File: src/rtl/linear_interpolator.sv
// linear_interpolator: upsamples a 16-bit signed stream by 2^RATIO_LOG2 with linear ramps
// Ports:
//   lrck      frame clock; all state updates on its falling edge
//   rst_n     asynchronous active-low reset
//   aud_in    input sample, two's complement, captured when in_valid=1
//   in_valid  new input sample present on this edge
//   aud_out   interpolated output sample, floor of the scaled accumulator
//   out_sync  one-cycle pulse: a segment started with a newly consumed sample
//   underrun  one-cycle pulse: segment boundary reached with no pending sample
//   overrun   one-cycle pulse: a pending sample was overwritten unconsumed
module linear_interpolator #(
    parameter int RATIO_LOG2 = 3
) (
    input  logic        lrck,
    input  logic        rst_n,
    input  logic [15:0] aud_in,
    input  logic        in_valid,
    output logic [15:0] aud_out,
    output logic        out_sync,
    output logic        underrun,
    output logic        overrun
);
    localparam int AW = 16 + RATIO_LOG2;
    typedef enum logic {IDLE, RUN} state_t;
    state_t                 state;
    logic [15:0]            pend;
    logic                   pend_v;
    logic [15:0]            tgt;
    logic signed [16:0]     delta;
    logic signed [AW-1:0]   acc;
    logic [RATIO_LOG2-1:0]  phase;
    logic                   boundary;
    logic                   consume;
    logic signed [AW-1:0]   pend_scaled;
    logic signed [AW-1:0]   tgt_scaled;
    logic signed [AW-1:0]   delta_ext;
    logic signed [16:0]     diff;
    assign boundary    = (state == RUN) && (phase == {RATIO_LOG2{1'b1}});
    assign consume     = pend_v && ((state == IDLE) || boundary);
    assign pend_scaled = {pend, {RATIO_LOG2{1'b0}}};
    assign tgt_scaled  = {tgt, {RATIO_LOG2{1'b0}}};
    assign delta_ext   = AW'(delta);
    // 17-bit difference cannot overflow for any pair of 16-bit samples
    assign diff        = {pend[15], pend} - {tgt[15], tgt};
    assign aud_out     = acc[AW-1:RATIO_LOG2];
    always_ff @(negedge lrck or negedge rst_n) begin
        if (!rst_n) begin
            state    <= IDLE;
            pend     <= '0;
            pend_v   <= 1'b0;
            tgt      <= '0;
            delta    <= '0;
            acc      <= '0;
            phase    <= '0;
            out_sync <= 1'b0;
            underrun <= 1'b0;
            overrun  <= 1'b0;
        end else begin
            out_sync <= 1'b0;
            underrun <= 1'b0;
            if (in_valid) pend <= aud_in;
            // a capture on the consuming edge refills the buffer without loss
            pend_v  <= in_valid || (pend_v && !consume);
            overrun <= in_valid && pend_v && !consume;
            if (state == IDLE) begin
                if (pend_v) begin
                    tgt      <= pend;
                    acc      <= pend_scaled;
                    delta    <= '0;
                    phase    <= '0;
                    out_sync <= 1'b1;
                    state    <= RUN;
                end
            end else if (boundary) begin
                // land exactly on the old target, then aim at the next one
                phase <= '0;
                acc   <= tgt_scaled;
                if (pend_v) begin
                    delta    <= diff;
                    tgt      <= pend;
                    out_sync <= 1'b1;
                end else begin
                    delta    <= '0;
                    underrun <= 1'b1;
                end
            end else begin
                acc   <= acc + delta_ext;
                phase <= phase + RATIO_LOG2'(1);
            end
        end
    end
endmodule

File: config.mk
export PLATFORM = sky130hd
export DESIGN_NAME = linear_interpolator
export DESIGN_NICKNAME = d
export VERILOG_FILES = /design/src/rtl/linear_interpolator.sv
export SDC_FILE = /design/constraint.sdc
export NUM_CORES = 1
export LEC_CHECK = 0
export CORE_UTILIZATION = 50
export CTS_BUF_LIST = sky130_fd_sc_hd__clkbuf_8
export DETAILED_ROUTE_END_ITERATION = 16
export PLACE_DENSITY = 0.67
export REMOVE_ABC_BUFFERS = 1
export SYNTH_ARGS = -nofsm -noshare
export SYNTH_HDL_FRONTEND = slang
export SYNTH_SLANG_ARGS = --single-unit
File: constraint.sdc
create_clock -name lrck -period 3.3 [get_ports lrck]
set_input_delay 0.66 -clock lrck [delete_from_list [all_inputs] [get_ports lrck]]
set_output_delay 0.66 -clock lrck [all_outputs]
set_load 0.02 [all_outputs]
Word-level counts from Yosys, hierarchy flattened. Index checks and enable logic that the tools add are counted.

Bits in registers: 76. Bits of input ports: 19. Output and inout port bits: 19. Logic and storage cells: 46.

$add $sub $neg: 3. Equal/unequal tests: 2. Muxes and demuxes: 20. Bitwise operators: 1. Reduce and logical (&&, ||, !) cells: 10.

Operators by type and width (count): $mux 17 (4); $mux 19 (3); $mux 16 (3); $add 19x17->19 (1); $sub 16x16->17 (1); $mux 3 (3); $mux 1 (7); $logic_and 1x1->1 (5); $add 3x1->3 const B (1); $eq 3x3->1 const B (1); $logic_or 1x1->1 (2); $ne 2x1->1 const B (1); $reduce_and 2->1 (1); $reduce_bool 2->1 (1); $logic_not 1->1 (1); $not 1->1 (1).

Depth between registers and ports, before layout. Gate-level depths: netlist of run 1.

Depth after elaboration: 7. Mapped depth: 11. Gate-level depth less buffers: 11.

==> results of run 1 <==
timing repair:
item                       4_1_cts  5_1_grt
setup endpoints to repair       19        1
hold buffers                     0        0
resized for setup               74        1
metrics by stage:
step / setup slack, ps / instance area (sq um) / hold slack, ps
after floorplan: 475 / 4560 / 409
after global placement: -204 / 5300 / 425
after detailed placement: -214 / 5300 / 440
after CTS: 7.36 / 5400 / 440
after global routing: 0.651 / 5390 / 453
final: 22.2 / 5390 / 436
layout make-up:
class | count | area, sq um
flip-flops and latches | 76 | 1900
inverters | 24 | 90.1
fillers | 836 | 3800
multi-input cells | 372 | 2570
clock buffers | 9 | 124
clock inverters | 6 | 58.8
well taps | 111 | 139
repair buffers | 63 | 512
registers in the layout, indices dropped and copies added, names as in the netlist:
name and count:
underrun 1, overrun 1, state 1, delta 17
acc 19, tgt 16, phase 3, pend 16
pend_v 1, out_sync 1
layer usage:
metal  part of all wire [%]  vias up
li1                       -     1853
met1                     48     1786
met2                     48       50
met3                    3.0       11
met4                    1.0        0
met5                      0        -
power groups by stage:
stage,Clock [W],Combinational [W],Sequential [W]
2_1_floorplan,0,0.00239,0.00169
3_3_place_gp,0,0.00354,0.00154
3_5_place_dp,0,0.00362,0.00156
4_1_cts,0.000699,0.00355,0.00154
5_1_grt,0.000744,0.00398,0.00159
6_report,0.000694,0.00355,0.00154
final timing paths:
path	slack [ps]	start	cells past startpoint	endpoint
setup / recovery	20	underrun	1	underrun
hold / removal	440	delta[12]	2	delta[12]
setup reg to reg	530	delta[0]	9	acc[12]
hold reg to reg	440	delta[12]	2	delta[12]
max in group asynchronous	1100	rst_n	2	phase[2]
min in group asynchronous	1720	rst_n	1	underrun
cells in the final DEF (no fill, tap or decap), drive strengths merged, types with 5 or more instances in the layout:
cell type and instances:
a21o 11, buf 45, ha 36, o21a 5, o21bai 6, a21oi 19, nor2b 10, a211oi 11
mux2 18, xor2 20, xnor2 9, nand2 60, clkdlybuf4s50 17, mux2i 10, dfrtn 76, clkbuf 9
inv 26, o21ai 68, nor3 7, nor2 28, nand3 10
cells by family (layout without fill, tap and decap cells):
logic type	after synthesis	in the layout	synth area share, %
AOI/OAI and AO/OA	149	149	20.1
xor gates and xnor gates	29	29	5.35
adders and majority gates	38	38	10.3
buffers and inverters	58	102	5.88
DFF	76	76	40.1
muxes	28	28	6.38
and+or+nand+nor	128	128	11.9
==> results by group, run 1 <==
Power
  • Logic pwr share: about three fifths
  • Switching power: between 0.002 and 0.003 W
  • Peak VDD IR: approximately 0.00044 V
  • Internal: between 0.003 and 0.004 W
  • Flop pwr share: 26.6%
  • Total power: a little under 0.006 W
  • Switching Share: between 40% and 50%
  • LEAKAGE: 2.52 nW
  • P per Cell Area: roughly 1100 nW/um^2
  • Clock power share: around an eighth

Worst setup path
  • Slowest-stage cell, CP: dfrtn_1
  • Critical Path RT: approximately 2600 ps
  • Worst Setup Path Type: reg -> out
  • Buf/Inv on CP: 1
  • CP Capture Type: primary output
  • Slowest stage delay, CP: about 380 ps
  • Arr. time, crit path: around 2600 ps
  • Critical-path cell list: clkdlybuf4s15_2
  • Top delay family on crit path: flip-flops
  • Worst Path Max Fanout: 1
  • Launching element type of the critical path: flop

Outcome
  • Status: completed

Route
  • Total vias in the final route: between 3000 and 4000
  • Via density: around 5.6
  • Drt first-iter violations: 185
  • Total Routed Length: roughly 11000 microns
  • Pre-antenna DRT Iters: 4
  • DRC: 0
  • Final ANT Viol Nets: 0
  • WL/cell: 16.0 microns

Die
  • # rows: 35
  • Core Area: between 9000 and 10000 sq um
  • Initial Util: between 50% and 60%
  • Die height: slightly below 100 microns
  • Die Span X: roughly 99 microns
  • Top Ports: 38
  • Die area: 9890 sq um

Final layout
  • Layout net count: 603
  • Layout Utilization: 58.6%
  • Final Non-Filler Cells: 661
  • N_diodes: 0
  • Syn-to-layout area delta: 13.6%
  • Fraction of layout cells with a size suffix above 1: 15.5%

Global route
  • GRT overflow: 0
  • Gr busiest metal: met2
  • Met2 Usage GRT: 37.4%
  • Met3 usage: under 10%
  • M1 GR Usage: between 30% and 40%
  • First-pass GRT wire length: approximately 18000 microns
  • Vias in the first global route: ~3700
  • Largest net degree at the start of global routing: 35
  • Initial antenna violation count: 0
  • GRT Total Usage: between 20% and 30%

Clock tree
  • Cts bufs inserted: 9
  • Worst skew pair latency: 340 ps
  • H-tree levels: 3
  • Post-CTS Setup Inserts: 0
  • Clock sinks: 76
  • Clk root buf: clkbuf_8
  • CTS tree: yes
  • Clock transition at path regs: 60 ps
  • Max clock buf depth: 2

Synthesis
  • Count leader, synth: dfrtn_1
  • EDFF count, synth: 0
  • Sequential cell area fraction in the yosys report: 40.1%
  • Share of flip-flops with an asynchronous set or reset: 100%
  • Post-Syn Instances: 506
  • FF+latch count, synth: between 70 and 80
  • Synth top area share: approximately two fifths
  • Top post-synthesis cells by area: dfrtn_1 (40%), ha_1 (9.5%), o21ai_0 (7.1%)
  • Yosys warns: 0
  • Top cells by count, synth: dfrtn_1 (76), o21ai_0 (67), nand2_1 (60), ha_1 (36), nor2_1 (28)
  • Cell accounting for the most synthesized area: dfrtn_1
  • Post-Syn Area: 4750 sq um
  • Top FF cell, synth: dfrtn_1
  • Distinct cells, synth: 48
  • Syn_area_per_cell: 9.38 sq um

Timing
  • Slew Limit Fails: 0
  • Worst slew margin: 37.2%
  • Final TNS setup: 0 ps
  • Unrepaired setup endpoints after global routing: no
  • Final Hold Fails: 0
  • Final setup vio count: 0
  • Clock Skew: 10.2 ps
  • Worst Tran Pin Value: roughly 940 ps

Place
  • Hpwl dp: between 7000 and 8000 microns
  • Placed Cells: ~650
  • PortBufs: 37
  • Final GP Congestion: between 0.8 and 0.9

Flow run
  • Max-Cap Viols: 0

Worst hold path
  • Hold Path Class: reg -> reg
Power figures use the tool's default switching activity.
==> run 2: changes to the inputs <==
ABC_CLOCK_PERIOD_IN_PS = 3300   (was unset)
CTS_CLUSTER_DIAMETER = 30   (was unset)
RECOVER_POWER = 25   (was unset)
==> run 2 against run 1 <==
Effect of this change:
- first-iteration DRC count is 9.2% higher
- die area unchanged
- via count up 1.1%
- clock skew down 2.4 ps
- register-to-register slack got worse by 160 ps
- critical path type unchanged
- total power decreased by 0.12%
==> results by group, run 2 (synthesized netlist as in run 1, its figures left out) <==
Route
  • Total vias in the final route: roughly 3700
  • WL/cell: 15.9 microns
  • Via density: approximately 5.7
  • Pre-antenna DRT Iters: 6
  • Final ANT Viol Nets: 0
  • DRC: 0
  • Drt first-iter violations: 202
  • Total Routed Length: 10500 microns

Final layout
  • Top flop regs: acc: 19 flops, delta: 17 flops
  • Commonest non-fill, non-tap cell in the layout: dfrtn_1
  • N_diodes: 0
  • Fraction of layout cells with a size suffix above 1: between 10% and 20%
  • Largest register by flop count: acc
  • Fill count: 837
  • Syn-to-layout area delta: 13.3%
  • Max reg flops: 19
  • Most frequent cells in the layout: dfrtn_1 (76), o21ai_0 (67), nand2_1 (60)
  • Layout net count: ~600

Power
  • LEAKAGE: around 2.5 nW
  • Total power: ~0.0058 W
  • Peak VDD IR: 0.000439 V
  • P per Cell Area: about 1100 nW/um^2

Timing
  • Clock Skew: 7.87 ps
  • Slew Limit Fails: 0
  • Final setup vio count: 0
  • Final WS setup: roughly 26 ps
  • Worst Tran Pin Value: approximately 1300 ps
  • Unrepaired setup endpoints after global routing: no
  • Final Hold Fails: 0
  • Worst slew margin: 10.3%
  • Final hold slack: between 400 and 500 ps

Clock tree
  • Cts bufs inserted: 9
  • Worst skew pair latency: ~340 ps
  • H-tree levels: 3
  • Clock sinks: 76
  • CTS tree: yes
  • Max clock buf depth: 2
  • Clk root buf: clkbuf_8
  • Clock transition at path regs: 60 ps
  • Hold_buf cts: 0

Worst setup path
  • Worst Setup Path Type: reg -> out
  • Arr. time, crit path: roughly 2600 ps
  • Critical Path RT: 2640 ps
  • Reg2reg setup slack: 370 ps
  • CP Capture Type: primary output
  • RR Endpoint: delta[16]
  • Buf/Inv on CP: 1
  • Worst Path Max Fanout: 1
  • Slowest-stage cell, CP: dfrtn_1
  • Slowest stage delay, CP: between 300 and 400 ps
  • R2r startpoint: phase[0]
  • Worst r2r path cells: 7
  • Top delay family on crit path: flip-flops
  • Critical-path cell list: clkdlybuf4s15_2
  • Launching element type of the critical path: flop

Die
  • Top Ports: 38
  • Die Span X: between 90 and 100 microns
  • Die height: slightly below 100 microns
  • Core Area: 9200 sq um
  • Initial Util: between 50% and 60%
  • # rows: 35
  • Die area: about 10000 sq um

Place
  • Hpwl dp: around 7700 microns
  • PortBufs: 37
  • Final GP Congestion: roughly 0.86
  • Post-Place Worst Slack: -214 ps

Flow run
  • Max-Cap Viols: 0

Worst hold path
  • Worst Hold End: delta[12]
  • Hold Path Class: reg -> reg
  • Hold depth: 2
  • Hold_sp: delta[12]

Global route
  • GRT overflow: 0
  • Largest net degree at the start of global routing: 35
  • First-pass GRT wire length: between 15000 and 20000 microns
  • Initial antenna violation count: 0
  • Vias in the first global route: around 3700
  • GRT Total Usage: 23.5%

Outcome
  • Status: completed
## run 2: stage by stage
stage / instance area, sq um / instances / setup TNS [ps] / utilization, %
2_1_floorplan: 4560 / 472 / 0 / -
3_3_place_gp: 5300 / 646 / -3300 / 57.6
3_5_place_dp: 5300 / 646 / -3500 / 57.6
4_1_cts: 5400 / 661 / 0 / 58.7
5_1_grt: 5380 / 661 / 0 / 58.5
6_report: 5380 / 661 / 0 / 58.5
## run 2: power by group
group          total [W]  leakage, nW  internal, W  switching (W)
logic            0.00355         1.48      0.00153        0.00201
clock network   0.000691       0.0977     0.000340       0.000351
registers        0.00154        0.923      0.00134       0.000199
total            0.00578         2.51      0.00322        0.00256
## run 2: layer usage
metal	vias up	GRT usage (%)	wire, microns
li1	1854	-	-
met1	1792	33.2	5030
met2	77	37.4	4980
met3	19	4.43	399
met4	0	5.88	136
met5	-	0	0
## run 2: worst max-delay path by stage
stage / from / endpoint / slack, ps / cells after the start
2_1_floorplan: acc[18] / aud_out[15] / 480 / 0
3_3_place_gp: in_valid / pend[7] / -200 / 3
3_5_place_dp: in_valid / pend[7] / -210 / 3
4_1_cts: out_sync / out_sync / 7 / 1
5_1_grt: underrun / underrun / 0.7 / 1
6_report: underrun / underrun / 30 / 1
## run 2: what timing repair did
action / CTS / global route
setup buffers: 0 / 0
endpoints found under the setup margin: 19 / 1
pin swaps: 0 / 0
gates resized for setup: 74 / 1
## run 2: layout make-up
cell class              count  area, sq um  share of cell area [%]
clock buffers               9          124                    2.30
clock inverters             6         58.8                    1.09
inverters                  24         90.1                    1.67
multi-input cells         372         2570                    47.7
flip-flops and latches     76         1900                    35.3
well taps                 111          139                    2.58
repair buffers             63          500                    9.30
## run 2: worst min-delay path, cell delays in order (launching register included)
cell	delay [ps]
dfrtn_1	410
nand2_1	50
o21ai_0	60
